===== config.mk =====
export PLATFORM = sky130hd
export DESIGN_NAME = decimal_to_binary
export DESIGN_NICKNAME = d
export VERILOG_FILES = /design/src/rtl/decimal_to_binary.sv
export SDC_FILE = /design/constraint.sdc
export NUM_CORES = 1
export LEC_CHECK = 0
export CORE_ASPECT_RATIO = 1.5
export CORE_MARGIN = 2
export CORE_UTILIZATION = 51
export CTS_BUF_LIST = sky130_fd_sc_hd__clkbuf_4 sky130_fd_sc_hd__clkbuf_8 sky130_fd_sc_hd__clkbuf_16
export DETAILED_ROUTE_END_ITERATION = 10
export GPL_TIMING_DRIVEN = 0
export PLACE_DENSITY = 0.85
export RECOVER_POWER = 100
export SKIP_CTS_REPAIR_TIMING = 1
export SLEW_MARGIN = 20
export SYNTH_ARGS = -nofsm -noshare
export SYNTH_HDL_FRONTEND = slang
export SYNTH_SLANG_ARGS = --single-unit

===== constraint.sdc =====
create_clock -name clk -period 2.6 [get_ports clk]
set_input_delay 0.78 -clock clk [delete_from_list [all_inputs] [get_ports clk]]
set_output_delay 0.78 -clock clk [all_outputs]
set_load 0.02 [all_outputs]

===== src/rtl/decimal_to_binary.sv =====
// Sequential 7-segment to binary decoder: converts hundreds/tens/ones segment
// codes into a binary score, one digit per clock, and flags illegal codes.
module decimal_to_binary #(
  parameter int DIGITS = 3,
  parameter int OUT_W  = 10
) (
  input  logic                  clk,
  input  logic                  rst_n,
  input  logic                  start,
  input  logic [8*DIGITS-1:0]   character,
  output logic                  busy,
  output logic                  done,
  output logic [OUT_W-1:0]      scores,
  output logic                  error
);

  typedef enum logic [1:0] {
    S_IDLE,
    S_HUNS,
    S_TENS,
    S_ONES
  } state_e;

  typedef struct packed {
    logic       legal;
    logic       blank;
    logic [3:0] value;
  } digit_t;

  state_e              state_q,  state_d;
  logic [8*DIGITS-1:0] char_q,   char_d;
  logic [OUT_W-1:0]    acc_q,    acc_d;
  logic                ill_q,    ill_d;
  logic                busy_q,   busy_d;
  logic                done_q,   done_d;
  logic [OUT_W-1:0]    scores_q, scores_d;
  logic                error_q,  error_d;

  // Bit 0 carries the decimal point, so it never takes part in the decode.
  function automatic digit_t seg_decode(input logic [7:0] code);
    digit_t d;
    d.legal = 1'b1;
    d.blank = 1'b0;
    d.value = 4'd0;
    unique case ({code[7:1], 1'b0})
      8'hFC:   d.value = 4'd0;
      8'h60:   d.value = 4'd1;
      8'hDA:   d.value = 4'd2;
      8'hF2:   d.value = 4'd3;
      8'h66:   d.value = 4'd4;
      8'hB6:   d.value = 4'd5;
      8'hBE:   d.value = 4'd6;
      8'hE0:   d.value = 4'd7;
      8'hFE:   d.value = 4'd8;
      8'hF6:   d.value = 4'd9;
      8'h00: begin
        d.blank = 1'b1;
        d.legal = 1'b0;
      end
      default: d.legal = 1'b0;
    endcase
    return d;
  endfunction

  // Multiply by ten with two shifts and an add.
  function automatic logic [OUT_W-1:0] times_ten(input logic [OUT_W-1:0] a);
    return (a << 3) + (a << 1);
  endfunction

  digit_t dig_h, dig_t, dig_o;
  logic   legal_h, legal_t, legal_o;

  always_comb begin
    dig_h = seg_decode(char_q[23:16]);
    dig_t = seg_decode(char_q[15:8]);
    dig_o = seg_decode(char_q[7:0]);
    // A blank digit is only a zero while it is leading; the ones digit never is.
    legal_h = dig_h.legal | dig_h.blank;
    legal_t = dig_t.legal | (dig_t.blank & dig_h.blank);
    legal_o = dig_o.legal;
  end

  // NOTE: every always_comb target gets a default first so no latch is inferred.
  always_comb begin
    state_d  = state_q;
    char_d   = char_q;
    acc_d    = acc_q;
    ill_d    = ill_q;
    busy_d   = busy_q;
    done_d   = 1'b0;
    scores_d = scores_q;
    error_d  = error_q;
    unique case (state_q)
      S_IDLE: begin
        if (start) begin
          char_d  = character;
          acc_d   = '0;
          ill_d   = 1'b0;
          busy_d  = 1'b1;
          state_d = S_HUNS;
        end
      end
      S_HUNS: begin
        acc_d   = OUT_W'(dig_h.value);
        ill_d   = ill_q | ~legal_h;
        state_d = S_TENS;
      end
      S_TENS: begin
        acc_d   = times_ten(acc_q) + OUT_W'(dig_t.value);
        ill_d   = ill_q | ~legal_t;
        state_d = S_ONES;
      end
      S_ONES: begin
        acc_d    = times_ten(acc_q) + OUT_W'(dig_o.value);
        ill_d    = ill_q | ~legal_o;
        scores_d = ill_d ? '0 : acc_d;
        error_d  = ill_d;
        done_d   = 1'b1;
        busy_d   = 1'b0;
        state_d  = S_IDLE;
      end
      default: state_d = S_IDLE;
    endcase
  end

  // NOTE: sequential state uses non-blocking assignments; reset is synchronous
  // and clears every register, including the captured character.
  always_ff @(posedge clk) begin
    if (!rst_n) begin
      state_q  <= S_IDLE;
      char_q   <= '0;
      acc_q    <= '0;
      ill_q    <= 1'b0;
      busy_q   <= 1'b0;
      done_q   <= 1'b0;
      scores_q <= '0;
      error_q  <= 1'b0;
    end else begin
      state_q  <= state_d;
      char_q   <= char_d;
      acc_q    <= acc_d;
      ill_q    <= ill_d;
      busy_q   <= busy_d;
      done_q   <= done_d;
      scores_q <= scores_d;
      error_q  <= error_d;
    end
  end

  assign busy   = busy_q;
  assign done   = done_q;
  assign scores = scores_q;
  assign error  = error_q;

endmodule

Yosys cells after proc, flatten, opt, wreduce, memory -nomap -nowiden
Index checks and enable logic that the tools add are counted.
- register bits: 49
- input port bits: 27
- add/subtract/negate cells: 3
- equality and inequality tests: 34
- muxes and demuxes: 18
- bitwise logic cells: 9
- reductions and logical operators: 9
- operators with widths (kind ; count):
    $eq 7x7->1 const B ; 24
    $pmux 4 s9 ; 3
    $eq 7x6->1 const B ; 6
    $pmux 9 s4 ; 1
    $reduce_or 10->1 ; 3
    $logic_not 7->1 ; 2
    $add 10x10->10 ; 1
    $add 10x4->10 ; 1
    $mux 10 ; 1
    $add 9x4->9 ; 1
    $mux 9 ; 1
    $mux 1 ; 8
    $pmux 2 s4 ; 1
    $or 1x1->1 ; 5
    $eq 2x2->1 const B ; 2
    $pmux 1 s4 ; 1
    $reduce_and 2->1 ; 2
    $not 1->1 ; 3
    $eq 2x1->1 const B ; 1
    $logic_not 2->1 ; 1
    $mux 2 ; 1
    $ne 2x2->1 const B ; 1
    $pmux 1 s2 ; 1
    $reduce_bool 2->1 ; 1
    $and 1x1->1 ; 1

Logic depth before layout (Yosys ltp)
- depth in word-level cells: 7
- depth in mapped cells: 13
- mapped depth without buffers: 12

Least setup slack after synthesis
No wires, ideal clock.
- kind: register to register
- start: register char_q[3]
- end: register scores_q[7], in the netlist scores[7]
- arrival time: 2.416 ns
- required time: 2.485 ns
- path slack: 0.069 ns
- stages on the path, launching flop included: 14
- path buffers: 1
- clock period less this slack: 2.531 ns
- path through: dfxtp_1 -> buf_2 -> xnor2_1 -> o31a_1 -> o21a_1 -> inv_1 -> ha_1 -> fa_1 -> a21oi_1 -> nor2b_1 -> a21boi_0 -> xor2_1 -> and3_1 -> a31o_1
- cells in the longest elaborated chain, start to end: 6
- elaborated cells between the ends (all ways): 17
- those cells by class: add/sub (1); eq/ne (10); mux (3); bitwise (2); reduce/logical (1)
- RTL lines (what ; RTL line ; RTL):
    start: declaration ; 31 ; logic [8*DIGITS-1:0] char_q, char_d;
    start signal: assignment ; 140 ; char_q <= char_d;
    parallel branches: the longest is 5 deep, another holds $add 10x4->10 ; - ;
    $mux 10 (*) ; 116 ; scores_d = ill_d ? '0 : acc_d;
    end signal: assignment ; 145 ; scores_q <= scores_d;
    end: declaration ; 36 ; logic [OUT_W-1:0] scores_q, scores_d;
Mark *: on every way between the ends.
A chain may end at the register's enable or synchronous reset.

Worst setup path after layout
Ends and elaborated chain as after synthesis.

==> run_results.csv <==
group,metric,value,unit
status,outcome,"finished clean",
global_route,grt_pass1_wl,13300,um
sta,slew-limit-headroom,0.371,
synth,synthFlopType,"dfxtp_1",
worst_setup_path,endpoint_kind,"flip-flop",
job,maxCapViolations,0,
drt,dr.pass1.iters,5,
clocking,clk_latency,0.31,ns
drt,detailroute.via_count,3166,
synth,synth-seq-cells,46,
sta,finalSetupTns,0,ns
clocking,htreeDepth,2,
clocking,clock-root-buffer,"clkbuf_8",
power_and_ir_drop,ir_worst_vdd,0.000524,V
layout,final_nets,498,
power_and_ir_drop,power,2.95,mW
drt,wirelength,8360,um
synth,synth-edff-count,0,
sta,finalSetupViolations,0,
worst_hold_path,hp-start,"scores[6]",
clocking,cts_tree,"done",
layout,final_cell_mix,"nand2_1 (74), dfxtp_1 (36), a21boi_0 (24), clkdlybuf4s50_1 (21)",
sta,finalClockSkew,0.00640,ns
clocking,clk_pin_slew,0.10,ns
worst_setup_path,r2r_start,"char_q[3]",
drt,drt-initial-drc-count,234,
layout,stdcell_area,0.00388,mm^2
die,coreArea,0.00609,mm^2
drt,vias_per_cell,6.01,
layout,diodes,0,
die,dieWidth,68.4,um
die,row_count,35,
sta,worst_pin_slew,0.939,ns
synth,synthesis.instances,409,
drt,postRouteAntennaNets,0,
worst_setup_path,crit_type,"flip-flop to flip-flop",
sta,fmax,0.396,GHz
synth,syn_area,0.00318,mm^2
global_route,grt-ovfl-total,0,
global_route,grt.total_usage,0.249,
clocking,clockBufferDepth,2,
sta,min_period,2.53,ns
clocking,cts.sinks,46,
synth,ys_seq_area_frac,0.290,
worst_setup_path,critPathMaxFanout,7,
placement,gp_congestion,0.914,
worst_setup_path,startpoint,"char_q[3]",
placement,dp_hpwl,6150,um
layout,layout-drive-gt1-share,0.128,
sta,drv_slew,0,
sta,rsz0062_at_grt,"true",
synth,synth.distinct_cells,57,
global_route,grt_antenna_before_repair,0,
worst_setup_path,required,2.82,ns
die,dieArea,0.00689,mm^2
drt,wire_per_inst,15.9,um
die,ios,40,
placement,placed_area,0.00363,mm^2
drt,drc,0,
clocking,cts_buffers,5,
worst_setup_path,arrival,2.74,ns
die,chipHeight,101,um
synth,syn_nets,455,
worst_hold_path,min_path_type,"flip-flop to flip-flop",
layout,area_growth,22.3,%
global_route,grt_max_degree,16,
synth,synth_warnings,0,
power_and_ir_drop,p_leak,1.50,nW
layout,layout_commonest_cell,"nand2_1",
synth,syn_avg_cell_area,7.77,um^2
synth,synthArstFlopShare,0,
placement,numPortBuffers,36,
global_route,grt_pass1_vias,2991,
worst_setup_path,reg2reg_slack,0.07,ns
die,start_util,0.522,
worst_setup_path,start_kind,"flip-flop",
power_and_ir_drop,p_per_area,759,mW/mm^2
sta,hold_violations,0,
sta,finalCritPeriodShare,0.972,
## sequential cells by signal (all words and copies together) (netlist names)
| signal | cells |
|---|---|
| error | 1 |
| state_q | 2 |
| ill_q | 1 |
| busy | 1 |
| done | 1 |
| char_q | 21 |
| scores | 10 |
| acc_q | 9 |
## metal layers
layer,global-route usage,up-vias,share of wire
li1,-,1544,-
met1,0.267,1501,0.39
met2,0.460,91,0.54
met3,0.0257,30,0.029
met4,0.123,0,0.039
met5,0,-,0
## cell usage after synthesis (6+ instances only)
cell type | n | share of area
a211oi_1 | 9 | 0.021
a21boi_0 | 24 | 0.057
a21oi_1 | 13 | 0.020
clkbuf_1 | 23 | 0.027
dfxtp_1 | 46 | 0.29
ha_1 | 16 | 0.063
inv_1 | 15 | 0.018
nand2_1 | 74 | 0.087
nand3_1 | 17 | 0.027
nand4_1 | 9 | 0.018
nor2_1 | 16 | 0.019
nor2b_1 | 9 | 0.018
nor3_1 | 9 | 0.014
o21ai_0 | 17 | 0.027
o21ai_1 | 6 | 0.0095
xnor2_1 | 7 | 0.019
xor2_1 | 10 | 0.028
## logic make-up (layout without fill, tap and decap cells)
| family | Yosys count | in the layout | share of synthesized area |
|---|---|---|---|
| and+or+nand+nor | 166 | 166 | 0.260 |
| AOI/OAI and AO/OA | 115 | 115 | 0.262 |
| DFF | 46 | 46 | 0.290 |
| buffers and inverters | 44 | 88 | 0.0540 |
| adders and majority gates | 19 | 19 | 0.0819 |
| xor gates and xnor gates | 17 | 17 | 0.0469 |
| muxes | 2 | 2 | 0.00630 |
## through the flow
stage	hold slack, ns	util	worst slack (ns)	std cells
final	0.463	0.638	0.0729	527
after detailed placement	0.453	0.596	-0.427	519
after global placement	0.451	0.596	-0.349	519
after CTS	0.468	0.615	-0.433	527
after global routing	0.499	0.638	-0.0276	527
after floorplan	0.478	-	0.0686	409
## report_power, final
group / switching [mW] / internal [mW]
registers: 0.184 / 0.837
logic: 0.813 / 0.556
clock network: 0.271 / 0.289
## worst max-delay path: stages, from the launching register on
cell and delay, ns:
dfxtp_1 0.31, buf_4 0.16, xnor2_2 0.13, o31a_1 0.24, o21a_2 0.24, inv_2 0.07, ha_4 0.14, fa_2 0.24
a21oi_4 0.07, nor2b_4 0.17, a21boi_4 0.23, xor2_1 0.09, and3_1 0.18, a31o_1 0.17
## final timing paths
check	to	cells after the start
max	scores[7]	13
min	scores[6]	2
max reg2reg	scores[7]	13
min reg2reg	scores[6]	2
## cell type report
type                    count  area, um^2
well taps                  74        92.6
flip-flops and latches     46         933
clock inverters             3        43.8
repair buffers             42         405
multi-input cells         319        2190
fillers                   509        2200
inverters                  16        60.1
clock buffers               5        68.8
plain buffers              22        93.8
Note: power is estimated with default switching activity, not from simulation.
